--- src/rtl/adder_pkg.sv ---
// Shared add/subtract mode encoding and parameter legality helper.
// Reused by the pipelined adder and the future ALU.
package adder_pkg;

  localparam logic OP_ADD = 1'b0;
  localparam logic OP_SUB = 1'b1;

  function automatic bit params_ok(int w, int stages);
    return (w >= 1) && (stages >= 1) &&
           (stages <= w) && ((w % stages) == 0);
  endfunction

endpackage

--- src/rtl/pipelined_adder_array_if.sv ---
// Valid/ready bundle for the pipelined adder: operation in, result out.
// master drives operations and accepts results; slave is the adder.
interface pipelined_adder_array_if #(
  parameter int W = 8
);

  logic         in_valid;
  logic         in_ready;
  logic [W-1:0] a;
  logic [W-1:0] b;
  logic         sub;
  logic         out_valid;
  logic         out_ready;
  logic [W-1:0] sum;
  logic         cout;
  logic         ovf;

  modport master (
    output in_valid, a, b, sub, out_ready,
    input  in_ready, out_valid, sum, cout, ovf
  );

  modport slave (
    input  in_valid, a, b, sub, out_ready,
    output in_ready, out_valid, sum, cout, ovf
  );

endinterface

--- src/rtl/full_adder_cell.sv ---
// One-bit full adder; the leaf cell of the pipelined adder array.
module full_adder_cell (
  input  logic a,
  input  logic b,
  input  logic cin,
  output logic sum,
  output logic cout
);

  assign sum  = a ^ b ^ cin;
  assign cout = (a & b) | (cin & (a ^ b));

endmodule

--- src/rtl/pipelined_adder_array.sv ---
// W-bit add/subtract with the carry chain cut into STAGES registered slices.
// Slice k adds bits [k*C +: C]; operands and partial sums travel alongside.
module pipelined_adder_array
  import adder_pkg::*;
#(
  parameter int W      = 8,
  parameter int STAGES = 2
) (
  input  logic                    clk,
  input  logic                    rst_n,
  pipelined_adder_array_if.slave  bus
);

  localparam int C = (STAGES >= 1) ? (W / STAGES) : 1;
  localparam int L = STAGES - 1;
  localparam logic [W-1:0] SLM = {W{1'b1}} >> (W - C);

  if (!params_ok(W, STAGES)) begin : g_bad_params
    $error("pipelined_adder_array: illegal W/STAGES combination");
  end

  logic               adv;
  logic [W-1:0]       op_a [STAGES];
  logic [W-1:0]       op_b [STAGES];
  logic [W-1:0]       op_s [STAGES];
  logic               op_c [STAGES];
  logic               op_v [STAGES];
  logic [W-1:0]       fa_s;
  logic [STAGES-1:0]  sl_ci;
  logic [STAGES-1:0]  sl_co;

  logic               v_d [STAGES];
  logic               v_q [STAGES];
  logic               c_d [STAGES];
  logic               c_q [STAGES];
  logic               o_d [STAGES];
  logic               o_q [STAGES];
  logic [W-1:0]       a_d [STAGES];
  logic [W-1:0]       a_q [STAGES];
  logic [W-1:0]       b_d [STAGES];
  logic [W-1:0]       b_q [STAGES];
  logic [W-1:0]       s_d [STAGES];
  logic [W-1:0]       s_q [STAGES];

  assign adv           = !v_q[L] || bus.out_ready;
  assign bus.in_ready  = adv;
  assign bus.out_valid = v_q[L];
  assign bus.sum       = s_q[L];
  assign bus.cout      = c_q[L];
  assign bus.ovf       = o_q[L];

  always_comb begin : p_ops
    op_v[0] = bus.in_valid;
    op_a[0] = bus.a;
    op_b[0] = bus.b ^ {W{bus.sub == OP_SUB}};
    op_s[0] = '0;
    op_c[0] = bus.sub;
    for (int k = 1; k < STAGES; k++) begin
      op_v[k] = v_q[k-1];
      op_a[k] = a_q[k-1];
      op_b[k] = b_q[k-1];
      op_s[k] = s_q[k-1];
      op_c[k] = c_q[k-1];
    end
  end

  for (genvar k = 0; k < STAGES; k++) begin : g_st
    for (genvar j = 0; j < C; j++) begin : g_bit
      localparam int I = k * C + j;
      logic ci;
      logic co;
      if (j == 0) begin : g_c0
        assign ci = op_c[k];
      end else begin : g_cn
        assign ci = g_bit[j-1].co;
      end
      full_adder_cell u_fa (
        .a    (op_a[k][I]),
        .b    (op_b[k][I]),
        .cin  (ci),
        .sum  (fa_s[I]),
        .cout (co)
      );
    end
    // carry into the slice MSB feeds the signed-overflow flag
    assign sl_ci[k] = g_bit[C-1].ci;
    assign sl_co[k] = g_bit[C-1].co;
  end

  always_comb begin : p_next
    for (int k = 0; k < STAGES; k++) begin
      v_d[k] = v_q[k];
      a_d[k] = a_q[k];
      b_d[k] = b_q[k];
      s_d[k] = s_q[k];
      c_d[k] = c_q[k];
      o_d[k] = o_q[k];
      if (adv) begin
        v_d[k] = op_v[k];
        a_d[k] = op_a[k];
        b_d[k] = op_b[k];
        s_d[k] = (op_s[k] & ~(SLM << (k * C))) |
                 (fa_s & (SLM << (k * C)));
        c_d[k] = sl_co[k];
        o_d[k] = sl_ci[k] ^ sl_co[k];
      end
    end
  end

  always_ff @(posedge clk or negedge rst_n) begin
    if (!rst_n) begin
      for (int k = 0; k < STAGES; k++) begin
        v_q[k] <= 1'b0;
        a_q[k] <= '0;
        b_q[k] <= '0;
        s_q[k] <= '0;
        c_q[k] <= 1'b0;
        o_q[k] <= 1'b0;
      end
    end else begin
      for (int k = 0; k < STAGES; k++) begin
        v_q[k] <= v_d[k];
        a_q[k] <= a_d[k];
        b_q[k] <= b_d[k];
        s_q[k] <= s_d[k];
        c_q[k] <= c_d[k];
        o_q[k] <= o_d[k];
      end
    end
  end

endmodule
--- src/flat_wrapper.sv ---
// flat-port wrapper written by rule: the top's interface ports become plain ports
module pipelined_adder_array_flat import adder_pkg::*;
#(
  parameter int W      = 8,
  parameter int STAGES = 2
)
  (clk, rst_n, bus_in_valid, bus_a, bus_b, bus_sub, bus_out_ready, bus_in_ready, bus_out_valid, bus_sum, bus_cout, bus_ovf);
  pipelined_adder_array_if #(.W(W)) bus_i ();
  input  logic clk;
  input  logic rst_n;
  input wire logic [$bits(bus_i.in_valid)-1:0] bus_in_valid;
  input wire logic [$bits(bus_i.a)-1:0] bus_a;
  input wire logic [$bits(bus_i.b)-1:0] bus_b;
  input wire logic [$bits(bus_i.sub)-1:0] bus_sub;
  input wire logic [$bits(bus_i.out_ready)-1:0] bus_out_ready;
  output wire logic [$bits(bus_i.in_ready)-1:0] bus_in_ready;
  output wire logic [$bits(bus_i.out_valid)-1:0] bus_out_valid;
  output wire logic [$bits(bus_i.sum)-1:0] bus_sum;
  output wire logic [$bits(bus_i.cout)-1:0] bus_cout;
  output wire logic [$bits(bus_i.ovf)-1:0] bus_ovf;
  assign bus_i.in_valid = bus_in_valid;
  assign bus_i.a = bus_a;
  assign bus_i.b = bus_b;
  assign bus_i.sub = bus_sub;
  assign bus_i.out_ready = bus_out_ready;
  assign bus_in_ready = bus_i.in_ready;
  assign bus_out_valid = bus_i.out_valid;
  assign bus_sum = bus_i.sum;
  assign bus_cout = bus_i.cout;
  assign bus_ovf = bus_i.ovf;
  pipelined_adder_array #(.W(W), .STAGES(STAGES)) u_core (.clk(clk), .rst_n(rst_n), .bus(bus_i));
endmodule
--- config.mk ---
export PLATFORM = sky130hd
export DESIGN_NAME = pipelined_adder_array_flat
export DESIGN_NICKNAME = d
export VERILOG_FILES = /design/src/rtl/adder_pkg.sv /design/src/rtl/pipelined_adder_array_if.sv /design/src/rtl/full_adder_cell.sv /design/src/rtl/pipelined_adder_array.sv /design/src/flat_wrapper.sv
export SDC_FILE = /design/constraint.sdc
export NUM_CORES = 1
export LEC_CHECK = 0
export BUFFER_PORTS_ARGS = -buffer_cell sky130_fd_sc_hd__buf_2
export CAP_MARGIN = 20
export CORE_MARGIN = 5
export CORE_UTILIZATION = 45
export CTS_BUF_LIST = sky130_fd_sc_hd__clkbuf_4 sky130_fd_sc_hd__clkbuf_8
export CTS_CLUSTER_DIAMETER = 120
export DETAILED_ROUTE_END_ITERATION = 6
export GPL_TIMING_DRIVEN = 0
export PLACE_DENSITY = 0.74
export SYNTH_ARGS = -nofsm -noshare
export SYNTH_HDL_FRONTEND = slang
export SYNTH_SLANG_ARGS = --single-unit
--- constraint.sdc ---
create_clock -name clk -period 3 [get_ports clk]
set_clock_uncertainty 0.2 [all_clocks]
set_input_delay 0.9 -clock clk [delete_from_list [all_inputs] [get_ports clk]]
set_output_delay 0.9 -clock clk [all_outputs]
set_load 0.01 [all_outputs]
* After elaboration in Yosys (flattened, before gate mapping)
Index checks and enable logic that the tools add are counted.
** Operators by class
- Bitwise gates (word level) :: 43
- Reductions and logical operators :: 2
** Operator list (number)
- 1-bit XOR :: 17
- 1-bit AND :: 16
- 1-bit bitwise OR :: 8
- 4-bit by 8-bit bitwise OR with 8-bit output :: 1
- 8-bit XOR :: 1
- 1-bit zero test :: 1
- 1-bit logical OR :: 1
** Word-level totals
- Output and inout port bits :: 12
- Input port bits :: 21
- Logic and storage cells :: 54
- Register bits :: 33

* Logic depth before layout (Yosys ltp)
- Depth after elaboration :: 10
- Mapped depth :: 9
- Mapped depth without buffers :: 9

* By module
Synthesis repeated with hierarchy kept, for this count alone.
** Second synthesis, totals
- Cells, all modules :: 72
- Area total of the unflattened synthesis :: 1273.7 µm²
** Modules (own cells, without submodules)
- pipelined_adder_array :: instances 1, sequential area each 625.6 µm², cells an instance 64, area each 1113.6 µm²
- full_adder_cell :: instances 8, sequential area each 0.0 µm², cells an instance 1, area each 20.0 µm²

* Worst setup path before layout
No wires, ideal clock.
- Kind :: in2reg
- Start :: input port bus_sub
- End :: register u_core.s_q (netlist bit u_core.op_s[3])
- Stages :: 7
- Arrival :: 2686 ps
- Library setup time :: 125 ps
- Data required time :: 2675 ps
- Path slack :: -12 ps
- Buffers on the path :: 1
- Path through :: buf_2 > xnor2_1 > fa_1 > fa_1 > inv_1 > fa_1 > mux2_4
** On the way
- Cells in the longest elaborated chain, start to end :: 9
** RTL lines
- from (decl) :: line flat_wrapper.sv:14 : input wire logic [$bits(bus_i.sub)-1:0] bus_sub;
- 8-bit XOR :: line pipelined_adder_array.sv:55 : op_b[0] = bus.b ^ {W{bus.sub == OP_SUB}};
- 1-bit XOR :: line full_adder_cell.sv:11 : assign cout = (a & b) | (cin & (a ^ b));
- 1-bit AND :: line full_adder_cell.sv:11
- 1-bit bitwise OR :: line full_adder_cell.sv:11
- 1-bit AND :: line full_adder_cell.sv:11
- 1-bit bitwise OR :: line full_adder_cell.sv:11
- 1-bit AND :: line full_adder_cell.sv:11
- 1-bit bitwise OR :: line full_adder_cell.sv:11
- 1-bit XOR * :: line full_adder_cell.sv:10 : assign sum = a ^ b ^ cin;
- named net u_core.g_st[0].g_bit[3].u_fa.sum :: line full_adder_cell.sv:6 : output logic sum,
- to (signal, indexed assignment) :: line pipelined_adder_array.sv:125 : s_q[k] <= s_d[k];
- to (decl) :: line pipelined_adder_array.sv:43 : logic [W-1:0] s_q [STAGES];
Mark *: on every way through the listed nets, which the timed path passes. The rest lies on a longest branch.
A chain may end at the register's enable or synchronous reset.

* Worst setup path after layout
Same ends and word-level chain as after synthesis.

==> flow_summary.json <==
{
  "grt-ovfl-total": 0,
  "clock.fmax_mhz": 365,
  "clk_path_buf_depth": 2,
  "ioPinCount": 33,
  "io_buffers": 31,
  "cts_max_level": 1,
  "die_w_um": 63.1,
  "clock_latency_ns": 0.31,
  "finalSetupViolCount": 0,
  "worst_pin_slew_ns": 0.536,
  "status": "finished, final reports clean",
  "finalCriticalPeriod_ns": 2.74,
  "ys.flop_type": "dfrtp_1",
  "totalWireLength_um": 2200,
  "grt_pass1_vias": 813,
  "cts_tree": "yes",
  "grt_pass1_wl_um": 3820,
  "rsz0062_at_grt": "false",
  "ys_seq_area_share_pct": 49.4,
  "maxCapViolCount": 0,
  "crit_type": "input pin to register",
  "timing.critical_path.slowest_cell_delay_ns": 0.42,
  "viasPerCell": 4.77,
  "yosysTopAreaCellShare_pct": 49.4,
  "drive_gt1_share_pct": 45.9,
  "placed_cell_area_sq_um": 1460,
  "maxSlewViolCount": 0,
  "start_util_pct": 46.4,
  "slew_headroom_pct": 64.3,
  "path_cells": "buf_4 > xnor2_1 > fa_1 > fa_1 > inv_1 > fa_1 > mux2_4",
  "track_usage_pct": 12.2,
  "num-nets-final": 151,
  "drt_first_pass_iters": 4,
  "hp-start": "u_core.op_v[0]",
  "crit_slowest_cell": "fa_1",
  "syn_area_sq_um": 1270,
  "p_per_area_nw_per_um2": 647,
  "vias": 730,
  "dieArea_sq_um": 3980,
  "rows": 19,
  "wl_per_cell_um": 14.4,
  "final_area_sq_um": 1490,
  "crit_fanout": 8,
  "nFillCells": 241,
  "clk_pin_slew_ns": 0.13,
  "n_antenna_cell": 0,
  "grt_max_degree": 26,
  "antenna_left": 0,
  "final_cell_count_no_fill": 153,
  "cp-start-kind": "input pin",
  "hold_ws_ns": 0.302,
  "synth_edf_count": 0,
  "p_leak_uw": 0.000743,
  "dp_hpwl_um": 1710,
  "antenna_found_initial": 0,
  "syn_nets": 115,
  "final-hold-violation-count": 0,
  "core-area_sq_um": 2730,
  "startpoint": "bus_sub",
  "endpoint_kind": "register",
  "ctsResizeCount": 0,
  "ir_drop_v": 0.000390,
  "ctsHoldBuffers": 0,
  "synth_top_area_cell": "dfrtp_1",
  "postCtsSetupBuffers": 0,
  "worstPathArrival_ns": 2.76,
  "synth_most_common_cell": "dfrtp_1",
  "ys_ff_latch": 25,
  "worstHoldPathType": "register to register",
  "cts_sinks": 25,
  "worst_ep_required_time_ns": 3.02,
  "ys_warn_count": 0,
  "placed_cells": 149,
  "yosys.cell_types.count": 14,
  "numCtsBuffers": 3,
  "area_growth_pct": 17.7,
  "die_height_um": 63.1,
  "total_power_uw": 965,
  "netlist_top_cells_area": "dfrtp_1 (49%), mux2_4 (13%), fa_1 (11%)",
  "drc": 0,
  "regToRegStartpoint": "u_core.a_q[12]",
  "root_buffer": "clkbuf_4",
  "crit_path_frequent_cell": "fa_1",
  "synth_cells": 87,
  "drt_iter0_drc": 28,
  "async_flop_share_pct": 100,
  "fin_crit_sh_pct": 91.4,
  "synth_area_per_cell_sq_um": 14.6,
  "synth_common_cells": "dfrtp_1 (25), mux2_4 (11), inv_1 (10)",
  "finalWeightedCongestion": 0.705,
  "final_util_pct": 54.6
}
## flip-flops by register name (all words and copies together) (netlist names)
name,count
u_core.bus.cout,1
u_core.b_q,4
u_core.bus.ovf,1
u_core.op_v,1
u_core.g_st.g_bit.ci,1
u_core.a_q,4
u_core.op_s,4
u_core.bus.sum,8
u_core.bus.out_valid,1
## cells in the final DEF (no fill, tap or decap)
cell      count
buf_2        31
dfrtp_1      25
mux2_4       11
inv_1        10
fa_1          7
mux2_2        6
xnor2_1       5
nor3b_1       5
a21oi_1       5
xor2_1        4
mux2i_1       3
clkbuf_4      3
nand2b_1      2
buf_6         2
buf_4         1
buf_12        1
clkinv_2      1
## cell families (layout without fill, tap and decap cells)
group / after synthesis / after routing / share of synthesized area [%]
DFF: 25 / 25 / 49.4
muxes: 20 / 20 / 20.7
buffers and inverters: 14 / 49 / 6.71
xor gates and xnor gates: 9 / 9 / 6.22
adders and majority gates: 7 / 7 / 11.1
and+or+nand+nor: 7 / 7 / 3.95
AOI/OAI and AO/OA: 5 / 5 / 1.97
## area by class of cell
class                           instances  area, sq um  area share [%]
Sequential cell                        25          626            41.9
Clock inverter                          1         5.00           0.336
Multi-Input combinational cell         48          557            37.3
Clock buffer                            3         22.5            1.51
Timing Repair Buffer                   31          155            10.4
Inverter                               10         37.5            2.52
Tap cell                               31         38.8            2.60
Buffer                                  4         50.0            3.36
## through the flow
step / worst slack, ns / TNS (ns)
finish: 0.259 / 0
global route: 0.217 / 0
CTS: 0.272 / 0
detailed placement: -0.0792 / -0.0792
global placement: -0.0272 / -0.0272
floorplan: 0.0109 / 0
## routing by layer
metal	global-route usage, %	up-vias	routed length [um]
met5	0	-	0
met1	15.6	359	930
met2	19.9	15	1140
met4	6.37	0	34
li1	-	354	-
met3	1.95	2	93
## report_power, final
part	internal, uW	switching, uW
clock	49.8	95.7
sequential	429	48.6
combinational	191	151
## worst max-delay path: cells and delay by family
family,cells,cell delay [ns]
fa+ha+maj,3,1.21
buf+inv,2,0.24
xor+xnor,1,0.15
mux,1,0.26
## path summary, 6_finish.rpt
check,to,cells after the start,slack [ns]
min in group asynchronous,u_core.bus.sum[3],1,0.34
hold / removal,u_core.bus.out_valid,1,0.30
setup / recovery,u_core.op_s[3],7,0.26
hold reg to reg,u_core.bus.out_valid,1,0.30
setup reg to reg,u_core.bus.ovf,9,0.40
max in group asynchronous,u_core.a_q[14],1,1.89
No activity file was read; power rests on OpenSTA's default activity.
